`src/rtl/instr_encoder.sv`:
```
// Instruction encoder: turns op/register/immediate requests into 32-bit words
// through a single registered output slot. Define PSEUDO_LI_EN to enable li.
module instr_encoder (
    input  logic        clk,
    input  logic        rst_n,
    input  logic        in_valid,
    output logic        in_ready,
    input  logic [3:0]  in_op,
    input  logic [4:0]  in_rs,
    input  logic [4:0]  in_rt,
    input  logic [4:0]  in_rd,
    input  logic [5:0]  in_funct,
    input  logic [31:0] in_imm,
    output logic        out_valid,
    input  logic        out_ready,
    output logic [31:0] out_instr,
    output logic [5:0]  out_opcode,
    output logic        err,
    output logic [15:0] word_count
);

    typedef enum logic {IDLE = 1'b0, EMIT_LO = 1'b1} state_t;

    state_t      state_q, state_d;
    logic        out_valid_q, out_valid_d;
    logic [31:0] out_instr_q, out_instr_d;
    logic        err_q, err_d;
    logic [15:0] word_count_q, word_count_d;

    logic [31:0] enc_word;
    logic        illegal;
    logic        slot_free;
    logic        accept;
    logic        out_xfer;

`ifdef PSEUDO_LI_EN
    logic        is_li;
    logic [4:0]  li_rt_q, li_rt_d;
    logic [15:0] li_lo_q, li_lo_d;
`else
    logic [5:0]  unused_imm_hi;
    assign unused_imm_hi = in_imm[31:26];
`endif

    assign slot_free = !out_valid_q || out_ready;
    // rst_n gates in_ready so nothing looks acceptable while reset is held
    assign in_ready  = rst_n && (state_q == IDLE) && slot_free;
    assign accept    = in_valid && in_ready;
    assign out_xfer  = out_valid_q && out_ready;

    always_comb begin
        enc_word = 32'h0;
        illegal  = 1'b0;
`ifdef PSEUDO_LI_EN
        is_li    = 1'b0;
`endif
        case (in_op)
            4'd0:  enc_word = {6'b000000, in_rs, in_rt, in_rd, 5'b00000, in_funct};
            4'd1:  enc_word = {6'b100011, in_rs, in_rt, in_imm[15:0]};
            4'd2:  enc_word = {6'b101011, in_rs, in_rt, in_imm[15:0]};
            4'd3:  enc_word = {6'b000100, in_rs, in_rt, in_imm[15:0]};
            4'd4:  enc_word = {6'b000101, in_rs, in_rt, in_imm[15:0]};
            4'd5:  enc_word = {6'b000010, in_imm[25:0]};
            4'd6:  enc_word = {6'b000011, in_imm[25:0]};
            4'd7:  enc_word = {6'b001000, in_rs, 21'b0};
            4'd8:  enc_word = {6'b001101, in_rs, in_rt, in_imm[15:0]};
            4'd9:  enc_word = {6'b001111, 5'b00000, in_rt, in_imm[15:0]};
`ifdef PSEUDO_LI_EN
            4'd10: begin
                enc_word = {6'b001111, 5'b00000, in_rt, in_imm[31:16]};
                is_li    = 1'b1;
            end
`endif
            default: illegal = 1'b1;
        endcase
    end

    always_comb begin
        state_d      = state_q;
        out_valid_d  = out_valid_q;
        out_instr_d  = out_instr_q;
        err_d        = 1'b0;
        word_count_d = word_count_q + {15'd0, out_xfer};
`ifdef PSEUDO_LI_EN
        li_rt_d      = li_rt_q;
        li_lo_d      = li_lo_q;
`endif
        if (out_xfer) begin
            out_valid_d = 1'b0;
        end
        case (state_q)
            IDLE: begin
                if (accept) begin
                    if (illegal) begin
                        err_d = 1'b1;
                    end else begin
                        out_valid_d = 1'b1;
                        out_instr_d = enc_word;
`ifdef PSEUDO_LI_EN
                        if (is_li) begin
                            state_d = EMIT_LO;
                            li_rt_d = in_rt;
                            li_lo_d = in_imm[15:0];
                        end
`endif
                    end
                end
            end
            EMIT_LO: begin
`ifdef PSEUDO_LI_EN
                // The lower half follows as soon as the slot can take it
                if (slot_free) begin
                    out_valid_d = 1'b1;
                    out_instr_d = {6'b001101, li_rt_q, li_rt_q, li_lo_q};
                    state_d     = IDLE;
                end
`else
                state_d = IDLE;
`endif
            end
            default: state_d = IDLE;
        endcase
    end

    always_ff @(posedge clk or negedge rst_n) begin
        if (!rst_n) begin
            state_q      <= IDLE;
            out_valid_q  <= 1'b0;
            out_instr_q  <= 32'h0;
            err_q        <= 1'b0;
            word_count_q <= 16'h0;
`ifdef PSEUDO_LI_EN
            li_rt_q      <= 5'd0;
            li_lo_q      <= 16'h0;
`endif
        end else begin
            state_q      <= state_d;
            out_valid_q  <= out_valid_d;
            out_instr_q  <= out_instr_d;
            err_q        <= err_d;
            word_count_q <= word_count_d;
`ifdef PSEUDO_LI_EN
            li_rt_q      <= li_rt_d;
            li_lo_q      <= li_lo_d;
`endif
        end
    end

    assign out_valid  = out_valid_q;
    assign out_instr  = out_instr_q;
    assign out_opcode = out_instr_q[31:26];
    assign err        = err_q;
    assign word_count = word_count_q;

endmodule

```
`config.mk`:
```
export PLATFORM = sky130hd
export DESIGN_NAME = instr_encoder
export DESIGN_NICKNAME = d
export VERILOG_FILES = /design/src/rtl/instr_encoder.sv
export SDC_FILE = /design/constraint.sdc
export NUM_CORES = 1
export LEC_CHECK = 0
export CAP_MARGIN = 10
export CORE_ASPECT_RATIO = 1.1
export CORE_MARGIN = 5
export CORE_UTILIZATION = 30
export CTS_CLUSTER_DIAMETER = 40
export DETAILED_ROUTE_END_ITERATION = 6
export SETUP_SLACK_MARGIN = 0.2
export SLEW_MARGIN = 20
export SYNTH_ARGS = -nofsm -noshare
export SYNTH_HDL_FRONTEND = slang
export SYNTH_SLANG_ARGS = --single-unit
export TNS_END_PERCENT = 1
```
`constraint.sdc`:
```
create_clock -name clk -period 1.9 [get_ports clk]
set_clock_uncertainty 0.15 [all_clocks]
set_input_delay 0.475 -clock clk [delete_from_list [all_inputs] [get_ports clk]]
set_output_delay 0.475 -clock clk [all_outputs]
set_load 0.005 [all_outputs]
```
# After elaboration in Yosys (flattened, before gate mapping)
# Cells that the tools add are included.
[op_classes]
add_sub_neg = 1
n_eq_ne = 9
mux = 6
reduce_logical = 8
[op_table]
columns = ["operator", "n"]
rows = [
  ["32-bit case mux with 10 select lines", 1],
  ["16-bit by 1-bit adder with 16-bit output", 1],
  ["4-bit by 3-bit == test with 1-bit output (second input constant)", 4],
  ["10-bit OR reduction", 1],
  ["4-bit by 2-bit == test with 1-bit output (second input constant)", 2],
  ["4-bit == test (second input constant)", 2],
  ["1-bit 2-to-1 mux", 5],
  ["4-bit by 1-bit == test with 1-bit output (second input constant)", 1],
  ["4-bit zero test", 1],
  ["1-bit logical AND", 3],
  ["2-bit AND reduction", 1],
  ["1-bit zero test", 1],
  ["1-bit logical OR", 1],
]
[totals]
regBits = 50

# Depth between registers and ports, before layout
# Gate-level depths: netlist (run 1).
[logic_depth]
ltp_word = 5
ltp_mapped = 6

# Least setup slack after synthesis (run 1)
# Ideal clock, no wire load.
[synth_path]
kind = "input to register"
startpoint = "in in_op[3]"
endpoint = "reg out_instr_q[11], in the netlist out_instr[11]"
t_arrival_ns = 1.585
path_slack_ns = 0.047
stages = 6
n_path_buf = 2
cell_sequence = "buf_6 > or4_4 > buf_6 > o22ai_1 > a211oi_1 > a21o_1"
[synth_between]
elab_chain_cells = 3
[synth_rtl]
columns = ["element", "line_no", "source"]
rows = [
  ["start: declaration", "8", "input logic [3:0] in_op,"],
  ["4-bit == test, or another cell as far along", "57", "case (in_op)"],
  ["10-bit OR reduction (no source line)", "-", ""],
  ["2-bit AND reduction (no source line)", "-", ""],
  ["end signal: assignment", "139", "out_instr_q <= out_instr_d;"],
  ["end: declaration", "26", "logic [31:0] out_instr_q, out_instr_d;"],
]
# Several ways; a longest one is shown, not always the timed one.
# A chain may end at the register's enable or synchronous reset.

# Worst setup path in the final report (run 1)
[layout_path]
startpoint = "in in_op[0]"
endpoint = "reg out_instr_q[1], in the netlist out_instr[1]"
# Same word-level chain as after synthesis.

==> metrics.csv, run 1 <==
metric,value,unit
status,completed,
synth_seq_cells,49,
drt-total-wl,7.941,mm
insertion_delay,300,ps
io_buffers,109,
ioPinCount,118,
cp-end-kind,flop,
cts_made_buffers,5,
cp_max_fo,6,
diodes,0,
cp_slowest_cell,or4_4,
fp.dieArea,10210,sq um
startpoint_type,input pin,
core,7998,sq um
path_cells,clkdlybuf4s15_1 -> or4_4 -> o22ai_1 -> a211oi_2 -> a21o_1,
slew_violations,0,
grt_max_degree,46,
slowest_delay,620,ps
gp_congestion,0.7894,
wire_per_inst,16.24,microns
setup_violations,0,
drtIter0Drc,63,
finalCritPeriodShare,0.8978,
vias,2455,
place_inst,470,
hold_ws,262.6,ps
power_per_cell_area,702.1,nW/um^2
fp.dieW,96.78,microns
layout.nets,443,
dp_hpwl,5.530,mm
worst-path-buf-inv,1,
layout.cells.non_filler,489,
post_synth_num_cell_types,34,
leakagePower,1.948,nW
synthFlopType,dfrtp_1,
num_rows,34,
htreeDepth,2,
antenna_found_initial,0,
hp-class,input pin to async pin,
vdd_ir_drop_max,0.3079,mV
overflow,0,
root_buffer,clkbuf_8,
clk_pin_slew,100,ps
start_util,0.3107,
grt_pass1_wl,12.81,mm
cp_top_family,simple AND/OR/NAND/NOR gates,
cts_tree,built,
syn2layout_area_growth,64.55,%
fmax,586.2,MHz
worstMarginPinSlew,592.6,ps
hold_viol,0,
fill_cells,792,
slew_headroom,0.6049,
rsz0062_at_grt,yes,
grt_usage,0.1514,
drive_above_1_share,0.2126,
syn_area,2485,sq um
via_per_inst,5.020,
dieHeight,105.5,microns
critPathArrivalTime,1760,ps
drv_cap,0,
synth_warnings,0,
async_flop_share,1.000,
required,1960,ps
critPathKind,input pin to flop,
drc,0,
clk_path_buf_depth,2,
syn_inst,251,
drtAntennaViolNets,0,
synth-seq-area-share,0.4935,
drt_first_pass_iters,5,
fin_crit,1706,ps
synth-edff-count,0,
clock_sinks,49,
avgSynthCellArea,9.900,sq um
grt_pass1_vias,2480,
-- flip-flops by register name, summed over array words and instances (netlist names) --
name and count:
word_count 16, err 1, out_valid 1, out_instr 31
-- where the power goes --
group | switching, W | internal [W] | total, W
logic | 0.000366 | 0.000514 | 0.000880
clock network | 0.000378 | 0.000267 | 0.000645
registers | 0.000123 | 0.00122 | 0.00135
-- synthesized netlist by cell type (all sizes together) (6+ instances only) --
library cell  count  share of area
o21ai             8          0.016
dfrtp            49           0.49
a211oi           11          0.033
clkbuf            7          0.011
a32oi            10          0.035
nand3            11          0.022
buf              18          0.051
o22ai            12          0.030
xnor2            11          0.039
nand2            35          0.053
nor2              9          0.014
a21o             11          0.033
a21oi             6          0.012
-- worst reg2reg max path, cell delays in order (launching register included) --
cell and delay, ps:
dfrtp_2 450, nand2b_4 80, buf_4 100, buf_6 100
nand4_1 100, buf_6 160, buf_6 130, a211oi_1 220
a21o_1 110
-- metal layers --
metal,global-route usage,part of all wire,up-vias
met5,0,0,-
met4,0.04213,0.018,0
met3,0.03633,0.047,12
met2,0.2342,0.47,90
met1,0.2120,0.47,1179
li1,-,-,1174
-- worst paths after layout --
| path | from | to | slack (ps) | depth (start not counted) |
|---|---|---|---|---|
| min in group clk | out_instr[8] | out_instr[8] | 310 | 2 |
| worst max-delay path | in_op[0] | out_instr[1] | 190 | 5 |
| max in group asynchronous | rst_n | out_instr[29] | 860 | 3 |
| worst min-delay path | rst_n | out_instr[31] | 260 | 3 |
| worst min register to register | out_instr[8] | out_instr[8] | 310 | 2 |
| worst max register to register | out_valid | out_instr[13] | 240 | 8 |
-- repair_timing --
| action | 4_1_cts | 5_1_grt |
|---|---|---|
| setup endpoints to repair | 97 | 33 |
| hold buffers | 1 | 0 |
| gates cloned | 3 | 0 |
| resized for setup | 84 | 21 |
| buffers inserted | 5 | 2 |
| pin swaps | 4 | 4 |
| hold endpoints to repair | 4 | 0 |
-- through the flow --
stage	area (sq um)	util	setup WS [ps]	power, W	TNS, ps
final	4089	0.5113	194.1	0.002871	0
after global routing	4089	0.5113	163.4	0.003051	0
after CTS	3983	0.4980	193.3	0.002889	0
after detailed placement	3839	0.4800	-457.0	0.002337	-14520
after global placement	3839	0.4800	-437.3	0.002322	-14120
after floorplan	2549	-	78.87	0.001682	0
-- cell families after synthesis --
logic type | count (synthesis) | share of synthesized area
AND/OR/NAND/NOR | 89 | 0.1843
AO/OA/AOI/OAI | 67 | 0.1868
flip-flops | 49 | 0.4935
buffers and inverters | 26 | 0.06294
XOR/XNOR | 16 | 0.05639
adder cells (fa/ha/maj) | 2 | 0.01007
other | 1 | 0.001509
multiplexers | 1 | 0.004531
-- placed cells by master, fill, tap and decap left out, types with 3 or more instances in the layout --
master | netlist | routed
a31oi_1 | 5 | 5
xor2_1 | 5 | 4
nand4b_1 | 5 | 5
a32oi_1 | 10 | 9
a211oi_1 | 11 | 3
a211oi_2 | 0 | 8
clkdlybuf4s50_1 | 0 | 48
buf_4 | 7 | 27
xnor2_1 | 11 | 11
nand3_1 | 11 | 11
dfrtp_1 | 49 | 48
clkbuf_8 | 0 | 5
o21ai_1 | 0 | 4
nand4_1 | 5 | 5
o21ai_0 | 8 | 3
dlygate4sd2_1 | 0 | 56
a21oi_1 | 6 | 6
nor3_2 | 0 | 3
a21o_1 | 11 | 11
nor2_1 | 9 | 9
o22ai_1 | 12 | 3
nand3b_1 | 5 | 5
o22ai_2 | 0 | 9
and2_4 | 0 | 3
nand2_1 | 35 | 35
buf_12 | 0 | 4
buf_6 | 3 | 4
-- cell type report --
type,count,area (sq um),share of cell area
timing repair buffer,145,1350,0.3302
multi-input combinational,178,1279,0.3127
sequential,49,1227,0.3002
tap,108,135.1,0.03305
clock buffer,5,68.82,0.01683
clock inverter,3,25.02,0.006120
inverter,1,3.754,0.0009180
(Power assumes the default switching activity.)
==> inputs of run 2 (changes only) <==
==> constraint.sdc (replaced) <==
create_clock -name clk -period 1.9 [get_ports clk]
set_clock_uncertainty 0.15 [all_clocks]
set_input_delay 0.475 -clock clk [delete_from_list [all_inputs] [get_ports clk]]
set_output_delay 0.475 -clock clk [all_outputs]
set_load 0.02 [all_outputs]
==> metrics.csv, run 2 (synthesized netlist as in run 1, its figures left out) <==
metric,value,unit,change
final_area,4024,sq um,was 4089 sq um
fmax,584.7,MHz,was 586.2 MHz
fin_ws,189.6,ps,was 194.1 ps
pre_cts_ws,-535.3,ps,was -457.0 ps
cp_max_fo,6,,unchanged
rsz0062_at_grt,yes,,unchanged
power.total,0.003312,W,was 0.002871 W
drive_above_1_share,0.1973,,was 0.2126
gp_congestion,0.7899,,was 0.7894
clk_path_buf_depth,2,,unchanged
core,7998,sq um,unchanged
grt_pass1_vias,2468,,was 2480
critPathKind,input pin to flop,,unchanged
ioPinCount,118,,unchanged
root_buffer,clkbuf_8,,unchanged
vias,2415,,was 2455
drt-total-wl,7.848,mm,was 7.941 mm
clk_pin_slew,90,ps,was 100 ps
worstMarginPinSlew,592.6,ps,about the same
leakagePower,1.896,nW,was 1.948 nW
layout.nets,437,,was 443
layout_commonest_cell,dfrtp_1,,was dlygate4sd2_1
power_per_cell_area,823.0,nW/um^2,was 702.1 nW/um^2
fin_crit,1710,ps,was 1706 ps
wire_per_inst,16.25,microns,was 16.24 microns
critPathArrivalTime,1760,ps,about the same
largest_reg_flops,31,,unchanged
fill_cells,806,,was 792
grt_pass1_wl,12.57,mm,was 12.81 mm
clock_sinks,49,,unchanged
required,1950,ps,was 1960 ps
layout.cells.non_filler,483,,was 489
start_util,0.3107,,unchanged
startpoint_type,input pin,,unchanged
grt_max_degree,46,,unchanged
status,completed,,unchanged
drtAntennaViolNets,0,,unchanged
grt_usage,0.1496,,was 0.1514
num_rows,34,,unchanged
slew_violations,0,,unchanged
slew_headroom,0.6050,,was 0.6049
drtIter0Drc,89,,was 63
tns,0,ps,unchanged
drv_cap,0,,unchanged
cts_tree,built,,unchanged
cp-end-kind,flop,,unchanged
fp.dieW,96.78,microns,unchanged
r2r_slack,240,ps,about the same
hp-class,input pin to async pin,,unchanged
syn2layout_area_growth,61.93,%,was 64.55%
overflow,0,,unchanged
setup_violations,0,,unchanged
via_per_inst,5.000,,was 5.020
drc,0,,unchanged
vdd_ir_drop_max,0.4002,mV,was 0.3079 mV
drt_first_pass_iters,4,,was 5
fp.dieArea,10210,sq um,unchanged
finalCritPeriodShare,0.9002,,was 0.8978
insertion_delay,300,ps,about the same
dp_hpwl,5.717,mm,was 5.530 mm
hold_viol,0,,unchanged
diodes,0,,unchanged
htreeDepth,2,,unchanged
dieHeight,105.5,microns,unchanged
dpl_cell_area,3834,sq um,was 3839 sq um
cts_made_buffers,5,,unchanged
antenna_found_initial,0,,unchanged
io_buffers,109,,unchanged
place_inst,471,,was 470
layout_common_cells,"dfrtp_1, clkdlybuf4s50_1, dlygate4sd2_1",,"was dlygate4sd2_1, dfrtp_1, clkdlybuf4s50_1"
[run 2: cell count changes in the layout (fill, tap and decap cells not counted), moves of 2 or more]
cell	change
a211oi_2	-5
buf_12	-3
clkbuf_2	+2
o21ai_0	+3
a211oi_1	+5
o22ai_2	+2
dlygate4sd2_1	-12
o22ai_1	-2
clkdlybuf4s15_2	+6
bufinv_16	+2
and3_1	+2
o21ai_1	-3
clkdlybuf4s15_1	+4
[run 2: area by class of cell]
type,count,area [sq um],share of cell area
timing repair buffer,139,1281,0.3184
multi-input combinational,178,1244,0.3091
sequential,49,1226,0.3047
tap,108,135.1,0.03358
clock buffer,5,68.82,0.01710
clock inverter,3,65.06,0.01617
inverter,1,3.754,0.0009328
[run 2: worst max-delay path, stage by stage]
cell,delay [ps]
clkdlybuf4s15_1,230
or4_4,620
o22ai_2,220
a211oi_2,60
a21o_1,150
[run 2: timing repair]
item	in CTS	in global routing
resized for setup	98	12
hold endpoints to repair	4	0
pin swaps	4	4
setup endpoints to repair	98	47
setup buffers	0	2
cloned	0	1
hold buffers	1	0
[run 2: metal layers]
metal	vias up	global-route usage	share of wire
met1	1181	0.1965	0.46
met4	0	0.03511	0.0075
met2	73	0.2480	0.49
met5	-	0	0
met3	5	0.03831	0.044
li1	1156	-	-
[run 2: final timing paths]
check / startpoint / depth (start not counted) / end
hold reg to reg: out_instr[9] / 2 / out_instr[9]
min in group clk: out_instr[9] / 2 / out_instr[9]
hold / removal: rst_n / 3 / out_instr[13]
setup reg to reg: out_valid / 6 / word_count[14]
max in group asynchronous: rst_n / 3 / out_instr[20]
setup / recovery: in_op[0] / 5 / out_instr[0]
[run 2: per-stage QoR]
step	util	hold WS (ps)
floorplan	-	29.41
global placement	0.4793	284.0
detailed placement	0.4793	272.0
CTS	0.4966	299.4
global route	0.5031	327.4
finish	0.5031	280.3
[run 2: report_power, final]
part | leakage (nW) | internal (W) | switching [W]
combinational | 1.20 | 0.000492 | 0.000583
sequential | 0.628 | 0.00122 | 0.000134
clock | 0.0681 | 0.000523 | 0.000357
total | 1.90 | 0.00224 | 0.00107
==> inputs of run 3 (changes only) <==
Settings changed: GPL_TIMING_DRIVEN from default to 0.
==> metrics.csv, run 3 (synthesized netlist as in run 1, its figures left out) <==
metric,value,unit,change
clk_path_buf_depth,2,,unchanged
hold_viol,49,,was 0
layout_commonest_cell,dfrtp_1,,unchanged
layout.nets,429,,was 437
fmax,579.9,MHz,was 584.7 MHz
finish.utilization,0.4836,,was 0.5031
layout_common_cells,"dfrtp_1, clkdlybuf4s50_1, dlygate4sd2_1",,unchanged
layout.cells.non_filler,475,,was 483
slew_headroom,0.6603,,was 0.6050
startpoint,in_op[1],,was in_op[0]
critPathArrivalTime,1780,ps,was 1760 ps
io_buffers,107,,was 109
insertion_delay,300,ps,about the same
cts_tree,built,,unchanged
status,finished with violations,,was completed
clk_pin_slew,100,ps,was 90 ps
r2r_slack,310,ps,was 240 ps
start_util,0.3107,,unchanged
vias,2333,,was 2415
place_inst,467,,was 471
ioPinCount,118,,unchanged
hold_ws,-133.1,ps,was 280.3 ps
finalCritPeriodShare,0.9075,,was 0.9002
dp_hpwl,5.620,mm,was 5.717 mm
via_per_inst,4.912,,was 5.000
fin_crit,1724,ps,was 1710 ps
startpoint_type,input pin,,unchanged
drc,0,,unchanged
drt-total-wl,7.542,mm,was 7.848 mm
vdd_ir_drop_max,0.3758,mV,was 0.4002 mV
cts_made_buffers,5,,unchanged
fill_cells,809,,was 806
drtAntennaViolNets,0,,unchanged
sequentialPowerShare,0.445,,was 0.410
switching_share,0.3548,,was 0.3242
root_buffer,clkbuf_8,,unchanged
drt_first_pass_iters,4,,unchanged
grt_max_degree,54,,was 46
required,1950,ps,about the same
diodes,0,,unchanged
leakagePower,1.800,nW,was 1.896 nW
htreeDepth,2,,unchanged
num_rows,34,,unchanged
hp-class,input pin to async pin,,unchanged
drtIter0Drc,59,,was 89
gp_congestion,0.7997,,was 0.7899
fp.dieArea,10210,sq um,unchanged
setup_violations,0,,unchanged
rsz0062_at_grt,yes,,unchanged
worstMarginPinSlew,509.5,ps,was 592.6 ps
rr_startpoint,out_valid,,unchanged
syn2layout_area_growth,55.64,%,was 61.93%
core,7998,sq um,unchanged
violations,negative hold slack,,
power.total,0.003063,W,was 0.003312 W
antenna_found_initial,0,,unchanged
overflow,0,,unchanged
cp-end-kind,flop,,unchanged
cp_max_fo,10,,was 6
slew_violations,0,,unchanged
fin_ws,175.7,ps,was 189.6 ps
p_int,0.001976,W,was 0.002238 W
critPathKind,input pin to flop,,unchanged
power.switching,0.001087,W,was 0.001074 W
wire_per_inst,15.88,microns,was 16.25 microns
combinationalPowerShare,0.350,,was 0.325
largest_reg_flops,31,,unchanged
drive_above_1_share,0.1826,,was 0.1973
drv_cap,0,,unchanged
clock_sinks,49,,unchanged
tns,0,ps,unchanged
dieHeight,105.5,microns,unchanged
grt_usage,0.1459,,was 0.1496
fp.dieW,96.78,microns,unchanged
pre_cts_ws,-681.8,ps,was -535.3 ps
grt_pass1_vias,2454,,was 2468
power_per_cell_area,792.0,nW/um^2,was 823.0 nW/um^2
grt_pass1_wl,12.48,mm,was 12.57 mm
share_clk_of_total_power,0.206,,was 0.266
## run 3: cell count changes in the layout (fill, tap and decap cells not counted), sizes merged
cell	before	now
clkinvlp	0	3
clkdlybuf4s15	13	10
dlymetal6s2s	1	0
dlygate4sd2	44	40
or4	2	1
bufinv	2	0
buf	31	28
clkinv	1	0
dlygate4sd3	1	0
clkbuf	7	12
## run 3: final cells by class
| type | count | area (sq um) | share of cell area |
|---|---|---|---|
| clock buffers | 5 | 68.82 | 0.01779 |
| well taps | 108 | 135.1 | 0.03494 |
| clock inverters | 3 | 22.52 | 0.005823 |
| repair buffers | 107 | 1011 | 0.2614 |
| multi-input cells | 177 | 1216 | 0.3145 |
| flip-flops and latches | 49 | 1226 | 0.3171 |
| plain buffers | 25 | 183.9 | 0.04756 |
| inverters | 1 | 3.754 | 0.0009706 |
## run 3: worst max-delay path: stages
cell and delay, ps:
clkdlybuf4s15_1 230, or4_4 540, buf_12 170, o22ai_2 130
a211oi_1 70, a21o_1 160
## run 3: final timing paths
kind | endpoint | cells past startpoint
setup / recovery | out_instr[3] | 6
hold / removal | word_count[14] | 1
setup reg to reg | out_instr[28] | 6
hold reg to reg | out_instr[8] | 2
max in group asynchronous | out_instr[28] | 1
min in group clk | err | 3
## run 3: per-layer routing
metal | vias to the layer above | GRT usage | wire [microns]
met5 | - | 0 | 0
met2 | 75 | 0.2441 | 3657
met3 | 6 | 0.03699 | 359
met4 | 0 | 0.02909 | 70
met1 | 1115 | 0.1924 | 3456
li1 | 1137 | - | -
## run 3: timing repair
action                                  in CTS  in global routing
hold endpoints to repair                    49                 49
resized for setup                          117                  8
endpoints found under the setup margin      98                 50
pin swaps                                    1                  1
buffers inserted                             0                  0
## run 3: metrics by stage
step           hold slack (ps)  instance area, sq um
2_1_floorplan            29.41                  2549
4_1_cts                 -118.1                  3854
6_report                -133.1                  3867
3_3_place_gp             303.0                  3755
3_5_place_dp             306.5                  3752
5_1_grt                 -126.3                  3867
## run 3: power groups by stage
stage          clock network [W]  logic, W  registers (W)
4_1_cts                 0.000667   0.00109        0.00136
3_3_place_gp                   0   0.00119        0.00138
6_report                0.000630   0.00107        0.00136
2_1_floorplan                  0  0.000333        0.00159
5_1_grt                 0.000698   0.00116        0.00139
3_5_place_dp                   0   0.00120        0.00138
==> edit, RTL diff (settings of run 2) <==
Make the reset (`rst_n`) synchronous in one clocked block.
--- a/src/rtl/instr_encoder.sv
+++ b/src/rtl/instr_encoder.sv
@@ -122,7 +122,7 @@
         endcase
     end
 
-    always_ff @(posedge clk or negedge rst_n) begin
+    always_ff @(posedge clk) begin
         if (!rst_n) begin
             state_q      <= IDLE;
             out_valid_q  <= 1'b0;
Formal check against the unedited RTL: differs if rst_n is asserted again (counterexample within 4 cycles, from zero or initial values and one cycle with rst_n low); with rst_n held inactive, the same outputs for 10 cycles.
==> edit against run 2 <==
First-iteration DRC count fell by 37%. Worst setup slack better by 0.028 ns. Worst hold slack better by 0.049 ns. Synthesized area is 9.4% lower. Cell area fell by 6.2%. Wire length is 13% lower. Sequential cell count did not move. Count of clock-buffer cells in the layout is the same. Non-clock buffer count is 4 higher. Critical path type unchanged. Via count decreased by 6.7%. Fmax increased by 1.7%.
Power is not compared: it rests on default switching activity, and its combinational part moved more than twofold at a synthesized area within 25%.
==> edit: results (changes against run 2) <==
Status
  – Status: complete, no violations

Finish
  – Fill cells: 726 (-9.9%)
  – NumNets Final: 443 (+1.4%)
  – Share of cells above drive strength 1: 21.5% (+1.8 points)

Place
  – IO Port Bufs: 109 (unchanged)
  – DP HPWL: 5170 µm (-9.5%)

Global routing
  – Total track usage: 14.6% (-0.37 points)
  – Largest net degree at the start of global routing: 29 (-37%)
  – First-pass GRT wire length: 10900 µm (-13%)
  – Number of global-route vias before repair: 2272 (-7.9%)

Synth
  – Async set or reset register ratio after synthesis: 0% (-100 points)
  – Syn. warnings: 0 (unchanged)
  – Post-Syn Area per Cell: 8.90 µm² (-10%)
  – Xor-xnor portion of the synthesized cell area: 5.45% (-0.19 points)
  – Compound-Gate Fraction of Synth Area: 18.6% (-0.11 points)
  – Commonest cells post-synth: dfxtp_1, nor2_1, nand3_1
  – Sequential share of the synthesized area: 43.6% (-5.8 points)
  – Mux cell area share after synthesis: 0% (-0.45 points)
  – Largest cells by area after synthesis: dfxtp_1, nand3_1, xor2_1, nor2_1, o21ai_0

Route
  – Initial drt markers: 56 (-37%)
  – Routed WL: 6860 µm (-13%)
  – Via count: 2253 (-6.7%)
  – DR vias/cell: 4.81 (-3.7%)

Critical path
  – Slowest stage cell on the critical path: a221o_1
  – Crit-path max FO: 9 (+3)
  – Worst endpoint data arrival time: 1.72 ns (-0.04 ns)
  – Max incr delay on CP: 0.35 ns (-0.27 ns)

Min path
  – Hold WC Path Type: flip-flop to flip-flop
## edit: final cells by class
type / instances / area [µm²] / area share [%]
sequential: 49 / 986 / 26.1
inverter: 10 / 37.5 / 0.994
multi-input combinational: 171 / 1170 / 31.0
clock buffer: 5 / 68.8 / 1.82
tap: 87 / 109 / 2.88
timing repair buffer: 143 / 1340 / 35.5
clock inverter: 3 / 65.1 / 1.72
## edit: cells by family (layout without fill, tap and decap cells)
logic type | count (synthesis) | count (layout)
other | 1 | 2
DFF | 49 | 49
xor gates and xnor gates | 14 | 14
and+or+nand+nor | 92 | 92
AOI/OAI and AO/OA | 61 | 61
buffers and inverters | 34 | 161
adders and majority gates | 2 | 2
## edit: worst register-to-register path: stages (launching register included)
cell	delay (ns)
dfxtp_4	0.38
and2_4	0.15
ha_4	0.12
and2_4	0.14
nand4_1	0.11
or4_1	0.44
a21oi_2	0.12
## edit: worst paths after layout
check	startpoint	to	slack, ns
hold / removal	out_instr[10]	out_instr[10]	0.33
setup / recovery	in_op[0]	out_instr[1]	0.22
setup reg to reg	out_valid	word_count[15]	0.25
hold reg to reg	out_instr[10]	out_instr[10]	0.33
## edit: what timing repair did
item,4_1_cts,5_1_grt
pin swaps,4,5
hold buffers,0,0
cloned,0,0
buffers inserted,0,1
gates resized for setup,75,37
endpoints found under the setup margin,99,48
## edit: power by group through the flow
stage / clock network (mW) / registers, mW / logic, mW
after floorplan: 0 / 1.17 / 0.160
after global placement: 0 / 1.12 / 0.487
after detailed placement: 0 / 1.12 / 0.489
after CTS: 0.898 / 1.09 / 0.467
after global routing: 0.941 / 1.10 / 0.515
final: 0.868 / 1.09 / 0.477
## edit: routing by layer
metal / vias to the layer above / part of all wire [%] / GRT usage (%) / wire length, µm
met2: 76 / 47 / 24.2 / 3230
met3: 9 / 7.5 / 4.71 / 513
met4: 0 / 1.9 / 4.69 / 127
li1: 1160 / - / - / -
met5: - / 0 / 0 / 0
met1: 1008 / 43 / 18.0 / 2980
## edit: stage by stage
step	worst slack [ns]	area, µm²
finish	0.218	3780
global route	0.158	3780
CTS	-0.0380	3710
detailed placement	-0.552	3600
global placement	-0.508	3600
floorplan	0.0599	2270
